## config.mk

```make
export PLATFORM = sky130hd
export DESIGN_NAME = vec_mem_seq
export DESIGN_NICKNAME = d
export VERILOG_FILES = /design/src/rtl/vec_mem_seq.sv
export SDC_FILE = /design/constraint.sdc
export NUM_CORES = 1
export LEC_CHECK = 0
export ABC_AREA = 1
export CORE_MARGIN = 1
export CORE_UTILIZATION = 43
export CTS_CLUSTER_SIZE = 28
export DETAILED_ROUTE_END_ITERATION = 16
export PLACE_DENSITY = 0.79
export SYNTH_ARGS = -nofsm -noshare
export SYNTH_HDL_FRONTEND = slang
export SYNTH_SLANG_ARGS = --single-unit
```

## constraint.sdc

```tcl
create_clock -name Clk1 -period 2.65 [get_ports Clk1]
set_input_delay 0.53 -clock Clk1 [delete_from_list [all_inputs] [get_ports Clk1]]
set_output_delay 0.53 -clock Clk1 [all_outputs]
set_load 0.01 [all_outputs]
```

## src/rtl/vec_mem_seq.sv

```systemverilog
// ============================================================================
// vec_mem_seq : vld/vst sequencer moving vector elements between memory and
//               one vector register through a 2-stage issue/complete pipeline.
// Revision    : 1.0
// ============================================================================
`default_nettype none

module vec_mem_seq #(
  parameter int NUM_ELEM = 16,
  parameter int DATA_W   = 16,
  parameter int ADDR_W   = 16
) (
  input  logic                        Clk1,
  input  logic                        Reset,
  input  logic                        Start,
  input  logic                        Op,
  input  logic [ADDR_W-1:0]           Base,
  input  logic [2:0]                  VReg,
  input  logic [$clog2(NUM_ELEM)-1:0] Len,
  output logic                        Busy,
  output logic                        Done,
  output logic [ADDR_W-1:0]           Addr,
  output logic                        RD,
  output logic                        WR,
  output logic [DATA_W-1:0]           DataOut,
  input  logic [DATA_W-1:0]           DataIn,
  output logic [2:0]                  vAddr,
  output logic [$clog2(NUM_ELEM)-1:0] vElem,
  output logic                        vRD_s,
  output logic                        vWR_s,
  output logic [DATA_W-1:0]           vDataIn,
  input  logic [DATA_W-1:0]           vDataOut
);

  localparam int EW = $clog2(NUM_ELEM);

  typedef enum logic [1:0] {
    S_IDLE  = 2'd0,
    S_ISSUE = 2'd1,
    S_DRAIN = 2'd2,
    S_FIN   = 2'd3
  } state_t;

  state_t            state_q, state_d;
  logic              op_q, op_d;
  logic [ADDR_W-1:0] base_q, base_d;
  logic [2:0]        vreg_q, vreg_d;
  logic [EW-1:0]     last_q, last_d;
  logic [EW-1:0]     idx_q, idx_d;
  logic              cvalid_q, cvalid_d;
  logic [EW-1:0]     cidx_q, cidx_d;

  logic              issue;
  logic              cmp;

  always_ff @(posedge Clk1) begin
    if (!Reset) begin
      state_q  <= S_IDLE;
      op_q     <= 1'b0;
      base_q   <= '0;
      vreg_q   <= '0;
      last_q   <= '0;
      idx_q    <= '0;
      cvalid_q <= 1'b0;
      cidx_q   <= '0;
    end else begin
      state_q  <= state_d;
      op_q     <= op_d;
      base_q   <= base_d;
      vreg_q   <= vreg_d;
      last_q   <= last_d;
      idx_q    <= idx_d;
      cvalid_q <= cvalid_d;
      cidx_q   <= cidx_d;
    end
  end

  always_comb begin
    state_d  = state_q;
    op_d     = op_q;
    base_d   = base_q;
    vreg_d   = vreg_q;
    last_d   = last_q;
    idx_d    = idx_q;
    // The element issued this cycle completes in the next one.
    cvalid_d = (state_q == S_ISSUE);
    cidx_d   = idx_q;
    case (state_q)
      S_IDLE: begin
        if (Start) begin
          op_d    = Op;
          base_d  = Base;
          vreg_d  = VReg;
          // Len=0 wraps to NUM_ELEM-1, i.e. a full vector.
          last_d  = Len - EW'(1);
          idx_d   = '0;
          state_d = S_ISSUE;
        end
      end
      S_ISSUE: begin
        if (idx_q == last_q) begin
          state_d = S_DRAIN;
        end else begin
          idx_d = idx_q + EW'(1);
        end
      end
      S_DRAIN: state_d = S_FIN;
      S_FIN:   state_d = S_IDLE;
      default: state_d = S_IDLE;
    endcase
  end

  assign issue = (state_q == S_ISSUE);
  assign cmp   = cvalid_q;

  always_comb begin
    Busy    = (state_q == S_ISSUE) || (state_q == S_DRAIN);
    Done    = (state_q == S_FIN);
    RD      = issue & ~op_q;
    vRD_s   = issue &  op_q;
    vWR_s   = cmp   & ~op_q;
    WR      = cmp   &  op_q;
    Addr    = '0;
    DataOut = '0;
    vAddr   = '0;
    vElem   = '0;
    vDataIn = '0;
    // Load drives Addr when issuing, store only when completing.
    if (RD) begin
      Addr = base_q + {{(ADDR_W-EW){1'b0}}, idx_q};
    end else if (WR) begin
      Addr    = base_q + {{(ADDR_W-EW){1'b0}}, cidx_q};
      DataOut = vDataOut;
    end
    if (vRD_s) begin
      vAddr = vreg_q;
      vElem = idx_q;
    end else if (vWR_s) begin
      vAddr   = vreg_q;
      vElem   = cidx_q;
      vDataIn = DataIn;
    end
  end

endmodule

`default_nettype wire

```

==> Word level (Yosys, flattened, before mapping) <==
Index checks and enable logic that the tools add are counted.
{ "totals": {"regBits": 35, "inputBits": 59, "elab_cells": 46, "output_inout_bits": 61} }
{ "classes": {"n_bitwise": 5, "n_mux": 16, "addsub": 4, "reduce_logical": 6, "n_eq_ne": 7} }
{ "op_table": {"columns": ["operator", "n"], "rows": [
  ["16-bit 2-to-1 mux", 6],
  ["16-bit by 4-bit adder with 16-bit output", 2],
  ["4-bit 2-to-1 mux", 4],
  ["2-bit one-hot mux with 4 select lines", 1],
  ["4-bit one-hot mux with 2 select lines", 1],
  ["3-bit 2-to-1 mux", 2],
  ["4-bit by 1-bit adder with 4-bit output (second input constant)", 1],
  ["1-bit bitwise AND", 4],
  ["2-bit equality test (second input constant)", 2],
  ["4-bit equality test", 1],
  ["2-bit 2-to-1 mux", 2],
  ["2-bit inequality test (second input constant)", 2],
  ["2-bit AND reduction", 2],
  ["4-bit by 1-bit subtractor with 4-bit output (second input constant)", 1],
  ["3-bit AND reduction", 1],
  ["2-bit by 1-bit equality test with 1-bit output (second input constant)", 1],
  ["2-bit zero test", 1],
  ["2-bit by 1-bit inequality test with 1-bit output (second input constant)", 1],
  ["2-bit nonzero test", 1],
  ["1-bit logical OR", 1],
  ["1-bit NOT", 1]
]} }

==> Longest topological paths before layout <==
{ "depth": {"ltp_word": 4, "depth_mapped": 10, "ltp_nobuf": 10} }

==> Worst setup path before layout <==
OpenSTA, ideal clock, no wires.
{ "synth_timing": {"kind": "flip-flop to output port", "start": "register base_q[0]", "end": "output Addr[10]", "n_path_buf": 0, "t_required_ns": 2.120, "stages_incl_launch_ff": 9, "slack_ns": 0.427, "arrival_time_ns": 1.693, "path_cell_list": "dfxtp_1 -> ha_1 -> inv_1 -> fa_1 -> inv_1 -> nand3_1 -> a21oi_2 -> a21oi_1 -> o21ai_0"} }
{ "synth_between": {"elab_chain_len": 3, "word_cells_on_any_way": 4, "cone_classes": "add/sub (2); mux (2)"} }
{ "synth_rtl": {"columns": ["element", "line", "rtl"], "rows": [
  ["start, declared", "46", "logic [ADDR_W-1:0] base_q, base_d;"],
  ["start signal, assigned", "69", "base_q <= base_d;"],
  ["16-bit by 4-bit adder with 16-bit output", "132", "Addr = base_q + {{(ADDR_W-EW){1'b0}}, cidx_q};"],
  ["16-bit 2-to-1 mux", "131", "end else if (WR) begin"],
  ["16-bit 2-to-1 mux *", "129", "if (RD) begin"],
  ["end, declared", "22", "output logic [ADDR_W-1:0] Addr,"]
]} }
Every way passes the cells marked *; elsewhere a longest branch is shown, timed or not.

==> Worst setup path in the final report <==
{ "layout_timing": {"start": "register cidx_q[0]", "end": "output Addr[10]"} }
{ "layout_between": {"elab_chain_len": 3} }
{ "layout_rtl": {"columns": ["element", "line", "rtl"], "rows": [
  ["start, declared", "51", "logic [EW-1:0] cidx_q, cidx_d;"],
  ["start signal, assigned", "74", "cidx_q <= cidx_d;"],
  ["16-bit by 4-bit adder with 16-bit output", "132", null],
  ["16-bit 2-to-1 mux", "131", null],
  ["16-bit 2-to-1 mux", "129", null]
]} }
No other way between the ends.

==> flow_summary.toml <==
[outcome]
outcome = "complete, no violations"

[floorplan]
rows = 28
dieArea_um2 = 6752
ios = 120
die_x_um = 82.17
start_util = 0.4560
core_region_area_um2 = 6061
die_h_um = 82.17

[yosys]
synth_most_common_cell = "nand2_1"
synth_top_family_by_area = "simple AND/OR/NAND/NOR gates"
synth.avg_cell_area_um2 = 6.008
synthAdderAreaFrac = 0.08239
ys_types = 29
synth_area_leader_cell = "dfxtp_1"
synth-seq-cells = 35
synth-edff-count = 0
yosys_most_used_dff = "dfxtp_1"
synth.net_count = 536
synthXorXnorAreaFrac = 0.01584
netlist_area_um2 = 2764
synth_compound_area_frac = 0.1689
yosys-top-cells-area = "dfxtp_1 25%, nand2_1 12%, inv_1 11%, nor2_1 8.8%, o21ai_0 7.6%"
seq_area_frac_synth = 0.2535
synthCells = 460
async_flop_share = 0
synth.top_cell.area_share = 0.2535
yosysWarnings = 0
synthSimpleGateAreaFrac = 0.3364
synthTopCellsByCount = "91 x nand2_1, 84 x inv_1, 65 x nor2_1"
synthMuxAreaShare = 0

[timing]
hold_violations = 0
finalCritPeriodShare = 0.9899
slew_viol_final = 0
slew-limit-headroom = 0.7177
fin_hold_ws_ns = 0.4592
clock_skew_ns = 0.01335
rsz0062_at_grt = "true"
setup_violations = 0
post-route-min-period_ns = 2.623
tightest_slew_ns = 0.4229
fmax_mhz = 381.2

[worst_setup_path]
end_kind = "output pin"
crit_type = "flop to output pin"
cp-startpoint = "cidx_q[0]$_SDFF_PN0_"
cpPeakStageDelay_ns = 0.36
cp.required_ns = 2.12
path_max_fanout = 4
worstPathArrival_ns = 2.09
startpoint_type = "flop"
worstPathCellList = "ha_2 > inv_1 > fa_2 > inv_2 > nand3_4 > a21oi_4 > buf_4 > a21oi_1 > o21ai_0 > buf_2"
r2r_start = "state_q[0]$_SDFFE_PN0P_"
cp_slowest_cell = "dfxtp_1"

[route]
drtIter0Drc = 211
antenna_left = 0
drt_wl_total_mm = 8.548
drc_errors = 0
viasPerCell = 5.074
num_vias = 3379
firstDrtPassIters = 5
wl_per_cell_um = 12.83

[cts]
insertion_delay_ns = 0.30
clock_path_buffers = 2
clkTransAtPathRegs_ns = 0.07
cts.sink_count = 35
cts_root_buf = "clkbuf_8"
htreeDepth = 2
cts_tree = "done"
cts_inserted_buffers = 5
hold_buffers = 0

[global_routing]
grt_max_degree = 34
grt_pass1_vias = 2929
grt_overflow = 0
grt_usage = 0.2602
antenna_found_initial = 0
grt_pass1_wl_mm = 13.45

[finish]
drive_gt1_frac = 0.1371
diodes = 0
syn_to_final_growth_pct = 56.45
fin_cells = 666
final_nets = 667

[pwr]
ir_drop_uv = 585.9
power_density_nw_per_um2 = 664.8
power_frac_clock = 0.170
internal-power_mw = 1.635
p_leak_nw = 2.097
total_power_mw = 2.875
p_sw_frac = 0.4314
switchingPower_mw = 1.240
p_seq_frac = 0.298
comb_power_share = 0.532

[placement]
port_buffers = 119
place_congestion = 0.9273
place_inst = 655
dpl.hpwl_mm = 6.389

[worst_hold_path]
hp-start = "vreg_q[1]$_SDFFE_PN0P_"
hold_path_class = "flop to flop"

[flow_run]
drv_cap = 0
## metrics by stage
stage | util | worst slack, ns | setup TNS (ns) | instance area [um2]
after floorplan | - | 0.4272 | 0 | 2764
after global placement | 0.6759 | -0.1426 | -0.3719 | 4096
after detailed placement | 0.6759 | -0.1615 | -0.5632 | 4096
after CTS | 0.7066 | -0.09674 | -0.2320 | 4283
after global routing | 0.7135 | -0.04991 | -0.2266 | 4324
final | 0.7135 | 0.02664 | 0 | 4324
## final cells by class
| class | count | area [um2] |
|---|---|---|
| Clock buffer | 5 | 68.82 |
| Clock inverter | 2 | 37.54 |
| Fill cell | 522 | 1737 |
| Inverter | 86 | 324.1 |
| Multi-Input combinational cell | 324 | 1784 |
| Sequential cell | 35 | 708.2 |
| Tap cell | 75 | 93.84 |
| Timing Repair Buffer | 139 | 1308 |
## final timing paths
path | endpoint | cells after the start | slack, ns
min | vreg_q[1]$_SDFFE_PN0P_ | 2 | 0.46
max | Addr[10] | 10 | 0.03
max reg2reg | last_q[2]$_SDFFE_PN0P_ | 7 | 1.05
min reg2reg | vreg_q[1]$_SDFFE_PN0P_ | 2 | 0.46
## per-layer routing
layer | up-vias | global-route usage | share of wire
li1 | 1708 | - | -
met1 | 1491 | 0.3311 | 0.42
met2 | 156 | 0.4438 | 0.47
met3 | 24 | 0.04505 | 0.089
met4 | 0 | 0.08246 | 0.026
met5 | - | 0 | 0
## critical path, delay by kind of cell, from the launching register on
| kind | cells | cell delay, ns |
|---|---|---|
| adders and majority gates | 2 | 0.54 |
| DFF | 1 | 0.36 |
| and+or+nand+nor | 1 | 0.09 |
| buffers and inverters | 4 | 0.45 |
| AOI/OAI and AO/OA | 3 | 0.38 |
## cells in the final DEF, fill, tap and decap left out, drive strengths merged, types with 2 or more instances in the layout
cell type / netlist / layout
o22ai: 2 / 2
nand2: 95 / 95
clkbuf: 8 / 10
dlygate4sd2: 0 / 5
or2: 3 / 3
nand4: 4 / 4
inv: 85 / 85
ha: 15 / 15
a21oi: 38 / 38
nor3: 5 / 5
xor2: 3 / 3
nor2: 69 / 69
xnor2: 2 / 2
clkdlybuf4s50: 0 / 103
o21ai: 48 / 48
fa: 2 / 2
nand3: 37 / 37
dfxtp: 35 / 35
dlymetal6s2s: 0 / 3
buf: 7 / 22
## registers in the layout (all words and copies together) (netlist names)
register	flops
cmp	1
cidx_d	4
op_q	1
cidx_q	4
last_q	4
state_q	2
base_q	16
vreg_q	3
## logic make-up (layout without fill, tap and decap cells)
group,after synthesis,in the layout
xor gates and xnor gates,5,5
and+or+nand+nor,213,213
adders and majority gates,17,17
buffers and inverters,101,232
AOI/OAI and AO/OA,89,89
DFF,35,35
## power groups by stage
stage	Clock (mW)	Sequential (mW)	Combinational [mW]
finish	0.489	0.856	1.53
global route	0.517	0.875	1.72
CTS	0.488	0.841	1.50
detailed placement	0	0.836	1.47
global placement	0	0.825	1.44
floorplan	0	0.802	0.892
## repair_timing
action,CTS,global route
gates resized for setup,33,31
hold endpoints to repair,0,0
buffers inserted,2,2
gates cloned,0,0
setup endpoints to repair,36,28
pin swaps,1,3
(Power assumes the default switching activity.)
